$ cat src/rtl/stream_serializer_if.sv
// Handshake and serial-output bundle between an upstream word source and stream_serializer.
// The master side supplies words and flush; the slave side is the serializer.
interface stream_serializer_if #(
   parameter int WIDTH = 8
);
   logic [WIDTH-1:0] in_data;
   logic             in_valid;
   logic             in_ready;
   logic             flush;
   logic             stream;
   logic             stream_valid;
   logic             busy;

   modport master (
      output in_data, in_valid, flush,
      input  in_ready, stream, stream_valid, busy
   );

   modport slave (
      input  in_data, in_valid, flush,
      output in_ready, stream, stream_valid, busy
   );
endinterface

$ cat src/rtl/stream_serializer.sv
// Parallel-to-serial front end feeding the three-ones detector.
// Words arrive on a valid/ready handshake and leave one bit per clock, back-to-back without gaps.
//
// state   | meaning
// S_idle  | no word in flight; stream held at IDLE_BIT
// S_shift | head of shift_q is on stream; bit_cnt_q bits remain after it
module stream_serializer #(
   parameter int   WIDTH     = 8,
   parameter bit   MSB_FIRST = 1'b1,
   parameter logic IDLE_BIT  = 1'b0
) (
   input  logic                clk,
   input  logic                rst_b,
   stream_serializer_if.slave  bus
);
   localparam int CW = (WIDTH > 1) ? $clog2(WIDTH) : 1;
   localparam logic [CW-1:0] CNT_LOAD = CW'(WIDTH - 1);

   typedef enum logic {
      S_idle  = 1'b0,
      S_shift = 1'b1
   } state_t;

   state_t           state_q;
   logic [WIDTH-1:0] shift_q;
   logic [CW-1:0]    bit_cnt_q;

   logic             head_bit;
   logic             accept;

   assign head_bit = MSB_FIRST ? shift_q[WIDTH-1] : shift_q[0];

   // A new word may be taken while the last bit of the current word is on stream.
   assign bus.in_ready     = !bus.flush &&
                             (state_q == S_idle || bit_cnt_q == '0);
   assign accept           = bus.in_valid && bus.in_ready;
   assign bus.stream_valid = (state_q == S_shift);
   assign bus.busy         = (state_q == S_shift);
   assign bus.stream       = (state_q == S_shift) ? head_bit : IDLE_BIT;

   always_ff @(posedge clk or negedge rst_b) begin
      if (!rst_b) begin
         state_q   <= S_idle;
         shift_q   <= '0;
         bit_cnt_q <= '0;
      end else if (bus.flush) begin
         state_q   <= S_idle;
         bit_cnt_q <= '0;
      end else begin
         case (state_q)
            S_idle: begin
               if (accept) begin
                  shift_q   <= bus.in_data;
                  bit_cnt_q <= CNT_LOAD;
                  state_q   <= S_shift;
               end
            end
            S_shift: begin
               if (bit_cnt_q != '0) begin
                  shift_q   <= MSB_FIRST ? (shift_q << 1) : (shift_q >> 1);
                  bit_cnt_q <= bit_cnt_q - CW'(1);
               end else if (accept) begin
                  shift_q   <= bus.in_data;
                  bit_cnt_q <= CNT_LOAD;
               end else begin
                  state_q   <= S_idle;
               end
            end
            default: begin
               state_q   <= S_idle;
               bit_cnt_q <= '0;
            end
         endcase
      end
   end
endmodule

$ cat src/flat_wrapper.sv
// flat-port wrapper written by rule: the top's interface ports become plain ports
module stream_serializer_flat 
#(
   parameter int   WIDTH     = 8,
   parameter bit   MSB_FIRST = 1'b1,
   parameter logic IDLE_BIT  = 1'b0
)
  (clk, rst_b, bus_in_data, bus_in_valid, bus_flush, bus_in_ready, bus_stream, bus_stream_valid, bus_busy);
  stream_serializer_if #(.WIDTH(WIDTH)) bus_i ();
  input  logic clk;
  input  logic rst_b;
  input wire logic [$bits(bus_i.in_data)-1:0] bus_in_data;
  input wire logic [$bits(bus_i.in_valid)-1:0] bus_in_valid;
  input wire logic [$bits(bus_i.flush)-1:0] bus_flush;
  output wire logic [$bits(bus_i.in_ready)-1:0] bus_in_ready;
  output wire logic [$bits(bus_i.stream)-1:0] bus_stream;
  output wire logic [$bits(bus_i.stream_valid)-1:0] bus_stream_valid;
  output wire logic [$bits(bus_i.busy)-1:0] bus_busy;
  assign bus_i.in_data = bus_in_data;
  assign bus_i.in_valid = bus_in_valid;
  assign bus_i.flush = bus_flush;
  assign bus_in_ready = bus_i.in_ready;
  assign bus_stream = bus_i.stream;
  assign bus_stream_valid = bus_i.stream_valid;
  assign bus_busy = bus_i.busy;
  stream_serializer #(.WIDTH(WIDTH), .MSB_FIRST(MSB_FIRST), .IDLE_BIT(IDLE_BIT)) u_core (.clk(clk), .rst_b(rst_b), .bus(bus_i));
endmodule
$ cat config.mk
export PLATFORM = sky130hd
export DESIGN_NAME = stream_serializer_flat
export DESIGN_NICKNAME = d
export VERILOG_FILES = /design/src/rtl/stream_serializer_if.sv /design/src/rtl/stream_serializer.sv /design/src/flat_wrapper.sv
export SDC_FILE = /design/constraint.sdc
export NUM_CORES = 1
export LEC_CHECK = 0
export CORE_AREA = 2 2 41 43
export DETAILED_ROUTE_END_ITERATION = 8
export DIE_AREA = 0 0 43 45
export PLACE_DENSITY = 0.89
export SYNTH_ARGS = -nofsm -noshare
export SYNTH_HDL_FRONTEND = slang
export SYNTH_SLANG_ARGS = --single-unit
export TNS_END_PERCENT = 30
$ cat constraint.sdc
create_clock -name clk -period 3.9 [get_ports clk]
set_input_delay 0.78 -clock clk [delete_from_list [all_inputs] [get_ports clk]]
set_output_delay 0.78 -clock clk [all_outputs]
set_load 0.005 [all_outputs]
==> flow_summary_export.csv, run 1 <==
group,metric,value,unit
timing,grt_setup_unrepaired,"no",
placement,globalplace.congestion,0.7073,
layout,design.final.nets,97,
floorplan,die_y,45,um
worst_setup_path,timing.rr.start,"u_core.bit_cnt_q[0]",
global_routing,overall_global_routing_usage,17.57,%
worst_setup_path,cpPeakStageDelay,510,ps
clocking,buffers_from_clock_root_to_sink_at_most,2,
clocking,clk_pin_slew_worst_paths,80,ps
clocking,clock_latency_late_sink,270,ps
floorplan,floorplan.die_area,0.001935,mm^2
worst_setup_path,critPathLaunchType,"primary input",
timing,max_freq,0.3620,GHz
timing,max_slew.worst_pin.slew,533.4,ps
clocking,htreeDepth,1,
layout,stdcell_area,885.9,um^2
timing,final_setup_fails,0,
placement,dpl-instance-area,849.6,um^2
run,number_of_max_cap_violations,0,
placement,place.port_buffers,15,
worst_setup_path,worst_path_max_delay_cell,"clkdlybuf4s50_1",
min_path,hold_path_startpoint,"u_core.shift_q[0]",
layout,antenna_cells,0,
global_routing,via_count_of_the_first_global_routing_pass,567,
power_and_ir_drop,report.power.total,357.0,uW
layout,seqCellArea,300.3,um^2
routing,initialDrtViolationCount,9,
global_routing,grt_remaining_overflow,0,
timing,hold_viol_final,0,
worst_setup_path,setup.worst_path.end_class,"primary output",
power_and_ir_drop,power_density,403.0,mW/mm^2
layout,multiInputGateArea,356.6,um^2
layout,post_route_cells_drive_above_1_share,10.98,%
routing,viasPerCell,5.867,
synth,mappedNetlistArea,713.2,um^2
worst_setup_path,cp_max_fo,19,
power_and_ir_drop,leakagePower,0.3669,nW
min_path,worstHoldPathCells,1,
global_routing,grt_antenna_before_repair,0,
power_and_ir_drop,power.ir.vdd_worst,0.2964,mV
routing,drt_first_pass_iters,3,
floorplan,fp-row-count,14,
placement,dp_hpwl,1.005,mm
min_path,worstHoldEndpoint,"u_core.shift_q[0]",
global_routing,grt_first_pass_wirelength,2.490,mm
timing,final_max_slew_viol_count,0,
synth,ys_seq_area_share,42.11,%
layout,most_common_cell_after_layout_fill_and_taps_aside,"clkdlybuf4s50_1",
layout,area_growth_from_synthesis_to_final_layout,24.21,%
status,status,"finished, final reports clean",
timing,final_setup_margin,1137,ps
timing,final.setup_skew,2.220,ps
routing,post_drt_wl_per_cell,14.67,um
synth,synth.distinct_cells,22,
clocking,cts_hold_buffers,0,
routing,drc,0,
routing,detail-route-antenna-nets,0,
min_path,hold_path_class,"flip-flop to flip-flop",
clocking,clock_sinks,12,
worst_setup_path,rr_endpoint,"u_core.shift_q[4]",
timing,layout_worst_path_cycle_share,70.84,%
synth,ys_top_cells_by_area,"dfrtp_1, a221o_1, nand3b_1, nor2b_1, a211oi_1",
clocking,cts_root_buffer,"clkbuf_4",
placement,place_worst_setup_slack,1136,ps
floorplan,ioPinCount,16,
timing,fin_crit_period,2763,ps
synth,yosys_register_bits,12,
synth,syn_area_per_cell,10.49,um^2
floorplan,initial_util,48.47,%
synth,mappedNetlistNets,82,
timing,finalHoldWorstSlack,516.9,ps
layout,final.fill_count,131,
synth,synth_warnings,0,
worst_setup_path,data_arrival_time_of_the_critical_path,1980,ps
synth,netlist.area_leader.share,42.11,%
routing,routed_wirelength,1.438,mm
global_routing,largest_net_degree_at_the_start_of_global_routing,20,
worst_setup_path,timing.critical_path.mode_cell,"clkdlybuf4s50_1",
worst_setup_path,sequence_of_cells_on_the_critical_path,"clkdlybuf4s50_1 -> buf_4 -> nor2_1 -> clkdlybuf4s50_1",
timing,relSlewSlack,64.33,%
clocking,cts.repair.resized,0,
clocking,clock_tree_from_tritoncts,"built",
layout,layout.cells.most_common_list,"clkdlybuf4s50_1, dfrtp_1, nand3b_1",
routing,routed-via-count,575,
worst_setup_path,timing.critical_path.required,3120,ps
worst_setup_path,r2r.worst_path.cells,5,
timing,setup_total_negative_slack,0,ps
floorplan,core_area,0.001471,mm^2
worst_setup_path,criticalPathCategory,"primary input to primary output",
synth,yosysTopAreaCell,"dfrtp_1",
clocking,post_cts.repair.setup_buffers,0,
clocking,cts_inserted_buffers,3,
worst_setup_path,ff2ff_setup_slack,2280,ps
floorplan,fp.dieW,43,um
synth,post_synth_inst_count,68,
power breakdown:
part	total, mW	internal [mW]	switching (mW)	leakage (nW)
Clock	0.101	0.0568	0.0440	0.0210
Combinational	0.0918	0.0538	0.0381	0.196
Sequential	0.164	0.147	0.0171	0.150
layer usage:
layer	track usage [%]	up-vias	share of wire (%)
met3	7.200	0	4.7
met2	28.48	11	49
met4	6.061	0	0
li1	-	283	-
met5	0	-	0
met1	21.36	281	46
sequential cells by signal (all words and copies together) (netlist names):
name	cells
u_core.bus.busy	1
u_core.bit_cnt_q	3
u_core.shift_q	8
cell usage after synthesis (all sizes together):
cell type  count
clkbuf         3
o21bai         1
a311oi         1
nand3          1
dfrtp         12
nor2           1
a21oi          7
and2           2
o2bb2ai        1
ha             2
nor2b          7
inv            4
o221ai         1
nand3b         8
nand2b         2
a211oi         5
buf            3
a221o          7
kinds of logic (layout without fill, tap and decap cells):
group                      after synthesis  count (layout)  share of synthesized area, %
DFF                                     12              12                         42.11
AOI/OAI and AO/OA                       23              23                         25.79
buffers and inverters                   10              24                         7.894
adders and majority gates                2               2                         3.508
and+or+nand+nor                         21              21                         20.70
layout make-up:
type | count | area share [%]
Tap cell | 16 | 2.260
Clock buffer | 4 | 4.096
Sequential cell | 12 | 33.90
Inverter | 4 | 1.695
Timing Repair Buffer | 16 | 17.80
Multi-Input combinational cell | 46 | 40.25
worst max-delay path by stage:
stage          slack (ps)      endpoint                start  cells after the start
5_1_grt              1040  bus_in_ready  u_core.bit_cnt_q[0]                      6
3_5_place_dp         1140  bus_in_ready            bus_flush                      4
6_report             1140  bus_in_ready            bus_flush                      4
2_1_floorplan        1900  bus_in_ready  u_core.bit_cnt_q[0]                      7
3_3_place_gp         1140  bus_in_ready            bus_flush                      4
4_1_cts              1140  bus_in_ready            bus_flush                      4
critical path: cells and delay by family:
kind,cells,cell delay (ps)
buf+inv,3,1090
simple gates,1,110
through the flow:
stage,util [%],cells
2_1_floorplan,-,68
3_3_place_gp,57.74,94
4_1_cts,60.20,98
3_5_place_dp,57.74,94
6_report,60.20,98
5_1_grt,60.20,98
Note: power is estimated with default switching activity, not from simulation.
==> run 2, diff against run 1 <==
CORE_AREA = 2 2 49 42   (was 2 2 41 43)
DIE_AREA = 0 0 51 44   (was 0 0 43 45)
PLACE_DENSITY = 0.82   (was 0.89)
clock period = 2.2 ns   (was 3.9 ns; I/O delays follow)
==> flow_summary_export.csv, run 2 (synthesis results as in run 1) <==
group,metric,value,unit
floorplan,fp-row-count,14,
timing,layout_worst_path_cycle_share,83.36,%
timing,relSlewSlack,64.47,%
power_and_ir_drop,report.power.total,662.8,uW
routing,initialDrtViolationCount,17,
routing,drt_first_pass_iters,4,
layout,layout.cells.most_common_list,"clkdlybuf4s50_1, dfrtp_1, buf_4",
layout,area_growth_from_synthesis_to_final_layout,36.14,%
layout,design.final.nets,105,
layout,post_route_cells_drive_above_1_share,22.22,%
global_routing,via_count_of_the_first_global_routing_pass,590,
floorplan,ioPinCount,16,
layout,max_flop_register,"u_core.shift_q",
layout,most_common_cell_after_layout_fill_and_taps_aside,"clkdlybuf4s50_1",
clocking,cts_inserted_buffers,3,
clocking,buffers_from_clock_root_to_sink_at_most,2,
power_and_ir_drop,leakagePower,0.4157,nW
timing,final.setup_skew,7.604,ps
power_and_ir_drop,power_density,682.6,mW/mm^2
global_routing,grt_first_pass_wirelength,2.870,mm
placement,place.port_buffers,15,
worst_setup_path,setup.worst_path.end_class,"primary output",
floorplan,die_y,44,um
worst_setup_path,sequence_of_cells_on_the_critical_path,"inv_2 -> ha_4 -> nand2b_4 -> and2_4 -> nor2_1 -> dlymetal6s2s_1",
clocking,clock_sinks,12,
clocking,clk_pin_slew_worst_paths,70,ps
worst_setup_path,cp_max_fo,11,
floorplan,floorplan.die_area,0.002244,mm^2
timing,grt_setup_unrepaired,"no",
worst_setup_path,criticalPathCategory,"flip-flop to primary output",
global_routing,grt_antenna_before_repair,0,
timing,max_freq,0.5453,GHz
clocking,cts_hold_buffers,0,
layout,final_core_utilization,54.88,%
run,number_of_max_cap_violations,0,
clocking,clock_latency_late_sink,280,ps
floorplan,initial_util,40.31,%
clocking,htreeDepth,1,
worst_setup_path,worst_path_max_delay_cell,"dfrtp_1",
worst_setup_path,critPathLaunchType,"flip-flop",
layout,final.fill_count,160,
layout,largest_register_ff_count,8,
min_path,hold_path_class,"primary input to asynchronous set/reset pin",
status,status,"finished, final reports clean",
routing,routed_wirelength,1.688,mm
timing,final_max_slew_viol_count,0,
routing,drc,0,
timing,hold_viol_final,0,
clocking,cts_root_buffer,"clkbuf_4",
placement,globalplace.congestion,0.8306,
floorplan,fp.dieW,51,um
timing,max_slew.worst_pin.slew,531.3,ps
timing,fin_crit_period,1834,ps
worst_setup_path,timing.critical_path.required,1760,ps
worst_setup_path,ff2ff_setup_slack,720,ps
worst_setup_path,critPathTopFamily,"flip-flops",
placement,dp_hpwl,1.159,mm
routing,post_drt_wl_per_cell,14.81,um
layout,antenna_cells,0,
timing,setup_total_negative_slack,0,ps
clocking,clock_tree_from_tritoncts,"built",
global_routing,largest_net_degree_at_the_start_of_global_routing,19,
worst_setup_path,data_arrival_time_of_the_critical_path,1390,ps
routing,detail-route-antenna-nets,0,
worst_setup_path,cp.buffers_inverters,2,
routing,viasPerCell,5.447,
timing,final_setup_fails,0,
worst_setup_path,cpPeakStageDelay,390,ps
routing,routed-via-count,621,
floorplan,core_area,0.001769,mm^2
global_routing,overall_global_routing_usage,18.10,%
global_routing,grt_remaining_overflow,0,
power_and_ir_drop,power.ir.vdd_worst,0.4536,mV
==> run 2: per-stage QoR <==
step	setup WS, ps	area (um^2)	cells	hold WS [ps]
floorplan	542.6	713.2	68	144.4
global placement	223.8	889.6	106	469.1
detailed placement	197.8	889.6	106	478.7
CTS	3.259	945.9	111	497.3
global route	283.6	970.9	114	519.6
finish	366.0	970.9	114	501.1
==> run 2: timing repair <==
item | 4_1_cts | 5_1_grt
gates resized for setup | 4 | 1
setup endpoints to repair | 1 | 1
buffers inserted | 1 | 3
==> run 2: cell type report <==
type / instances / area (um^2) / share of cell area, %
well taps: 24 / 30.03 / 3.093
flip-flops and latches: 12 / 300.3 / 30.93
repair buffers: 24 / 220.2 / 22.68
inverters: 4 / 15.01 / 1.546
multi-input cells: 46 / 369.1 / 38.02
clock buffers: 4 / 36.28 / 3.737
==> run 2: final timing paths <==
kind | cells after the start | endpoint | start
min in group clk | 1 | u_core.shift_q[0] | u_core.shift_q[0]
max | 6 | bus_in_ready | u_core.bit_cnt_q[0]
min | 1 | u_core.shift_q[7] | rst_b
max in group asynchronous | 1 | u_core.bit_cnt_q[2] | rst_b
min reg2reg | 1 | u_core.shift_q[0] | u_core.shift_q[0]
max reg2reg | 5 | u_core.shift_q[4] | u_core.bit_cnt_q[1]
==> run 2: power breakdown <==
part	total (mW)	internal (mW)	leakage [nW]	switching, mW
logic	0.203	0.118	0.245	0.0855
clock network	0.173	0.101	0.0210	0.0722
registers	0.287	0.261	0.150	0.0252
==> run 2: per-layer routing <==
layer / global-route usage [%] / part of all wire, % / routed length (um) / vias up
met2: 29.87 / 52 / 872 / 13
met1: 22.68 / 43 / 730 / 308
met3: 6.207 / 4.4 / 74 / 2
li1: - / - / - / 298
met4: 4.865 / 0.59 / 10 / 0
met5: 0 / 0 / 0 / -
==> run 3, diff against run 2 <==
CORE_AREA = 2 2 42 44   (was 2 2 49 42)
DIE_AREA = 0 0 44 46   (was 0 0 51 44)
PLACE_DENSITY = 0.86   (was 0.82)
clock period = 1.9 ns   (was 2.2 ns; I/O delays follow)
==> flow_summary_export.csv, run 3 (synthesis results as in run 1) <==
group,metric,value,unit
status,status,"finished, final reports clean",
layout,layout.cells.most_common_list,"clkdlybuf4s50_1, dfrtp_1, buf_4",
timing,hold_viol_final,0,
clocking,buffers_from_clock_root_to_sink_at_most,2,
worst_setup_path,cp.buffers_inverters,2,
placement,dpl-instance-area,918.4,um^2
timing,final_max_slew_viol_count,0,
routing,routed-via-count,618,
timing,grt_setup_unrepaired,"no",
worst_setup_path,data_arrival_time_of_the_critical_path,1420,ps
timing,max_slew.worst_pin.slew,539.4,ps
floorplan,die_y,46,um
layout,area_growth_from_synthesis_to_final_layout,33.51,%
layout,most_common_cell_after_layout_fill_and_taps_aside,"clkdlybuf4s50_1",
routing,routed_wirelength,1.646,mm
placement,place.port_buffers,15,
clocking,clock_latency_late_sink,270,ps
power_and_ir_drop,leakagePower,0.4050,nW
worst_setup_path,cpPeakStageDelay,400,ps
timing,final_setup_fails,0,
worst_setup_path,sequence_of_cells_on_the_critical_path,"inv_2 -> ha_4 -> nand2b_4 -> and2_4 -> nor2_1 -> dlygate4sd2_1",
layout,multiInputGateArea,369.1,um^2
clocking,clk_pin_slew_worst_paths,70,ps
floorplan,fp-row-count,15,
timing,fin_crit_period,1804,ps
placement,dp.cells,104,
worst_setup_path,worst_path_max_delay_cell,"dfrtp_1",
routing,drt_first_pass_iters,4,
timing,layout_worst_path_cycle_share,94.96,%
power_and_ir_drop,power.ir.vdd_worst,0.4839,mV
global_routing,grt_remaining_overflow,0,
timing,max_freq,0.5543,GHz
global_routing,overall_global_routing_usage,18.35,%
floorplan,ioPinCount,16,
timing,setup_total_negative_slack,0,ps
layout,largest_register_ff_count,8,
layout,design.final.nets,106,
clocking,htreeDepth,1,
worst_setup_path,critPathLaunchType,"flip-flop",
worst_setup_path,critPathTopFamily,"flip-flops",
run,number_of_max_cap_violations,0,
timing,finalHoldWorstSlack,456.4,ps
global_routing,largest_net_degree_at_the_start_of_global_routing,13,
floorplan,core_area,0.001614,mm^2
worst_setup_path,timing.critical_path.required,1520,ps
layout,stdcell_area,952.2,um^2
layout,stdcell_count,107,
clocking,cts_inserted_buffers,3,
worst_setup_path,criticalPathCategory,"flip-flop to primary output",
worst_setup_path,ff2ff_setup_slack,430,ps
min_path,hold_path_class,"primary input to asynchronous set/reset pin",
clocking,clock_tree_from_tritoncts,"built",
global_routing,via_count_of_the_first_global_routing_pass,578,
clocking,clock_sinks,12,
placement,globalplace.congestion,0.7701,
routing,initialDrtViolationCount,14,
worst_setup_path,cp_max_fo,3,
floorplan,floorplan.die_area,0.002024,mm^2
floorplan,fp.dieW,44,um
routing,viasPerCell,5.776,
layout,seqCellArea,300.3,um^2
power_and_ir_drop,power_density,751.3,mW/mm^2
layout,max_flop_register,"u_core.shift_q",
layout,antenna_cells,0,
clocking,cts_root_buffer,"clkbuf_4",
layout,final.fill_count,128,
routing,drc,0,
clocking,cts_hold_buffers,0,
timing,final.setup_skew,6.294,ps
global_routing,grt_antenna_before_repair,0,
timing,relSlewSlack,63.92,%
routing,detail-route-antenna-nets,0,
routing,post_drt_wl_per_cell,15.38,um
global_routing,grt_first_pass_wirelength,2.635,mm
placement,dp_hpwl,1.221,mm
layout,post_route_cells_drive_above_1_share,22.22,%
floorplan,initial_util,44.19,%
worst_setup_path,setup.worst_path.end_class,"primary output",
-- run 3: worst register-to-register path, cell delays in order (launching register included) --
cell       delay [ps]
dfrtp_1           400
inv_2              90
ha_4              150
nand2b_1           90
o221ai_2          370
buf_4             200
o2bb2ai_1         110
-- run 3: report_power, final --
part | internal, mW | total [mW] | switching, mW
sequential | 0.303 | 0.332 | 0.0295
clock | 0.0734 | 0.151 | 0.0780
combinational | 0.135 | 0.232 | 0.0971
-- run 3: through the flow --
stage	setup WS, ps	total power [mW]	util [%]
after floorplan	302.6	0.4698	-
after global placement	24.21	0.5486	56.90
after detailed placement	30.97	0.5600	56.90
after CTS	88.65	0.7208	58.99
after global routing	14.45	0.7610	58.99
final	95.79	0.7154	58.99
-- run 3: final timing paths --
kind	start	end	cells past startpoint
worst max-delay path	u_core.bit_cnt_q[0]	bus_in_ready	6
worst min-delay path	rst_b	u_core.shift_q[6]	1
worst max register to register	u_core.bit_cnt_q[0]	u_core.shift_q[0]	6
worst min register to register	u_core.shift_q[4]	u_core.shift_q[4]	1
max in group asynchronous	rst_b	u_core.shift_q[1]	1
min in group clk	u_core.shift_q[4]	u_core.shift_q[4]	1
-- run 3: final cells by class --
type                       instances  share of cell area, %
tap                               17                  2.234
multi-input combinational         46                  38.76
timing repair buffer              25                  23.52
sequential                        12                  31.54
inverter                           4                  1.577
clock buffer                       3                  2.365
-- run 3: repair_timing --
item	4_1_cts	5_1_grt
resized for setup	5	0
setup endpoints to repair	1	0
hold endpoints to repair	0	0
buffers inserted	0	0
-- run 3: per-layer routing --
| metal | vias up | share of wire, % | GRT usage, % | wire (um) |
|---|---|---|---|---|
| met5 | - | 0 | 0 | 0 |
| met4 | 0 | 0 | 3.030 | 0 |
| met3 | 0 | 7.0 | 7.143 | 115 |
| met2 | 17 | 49 | 30.29 | 801 |
| met1 | 303 | 44 | 23.10 | 729 |
| li1 | 298 | - | - | - |
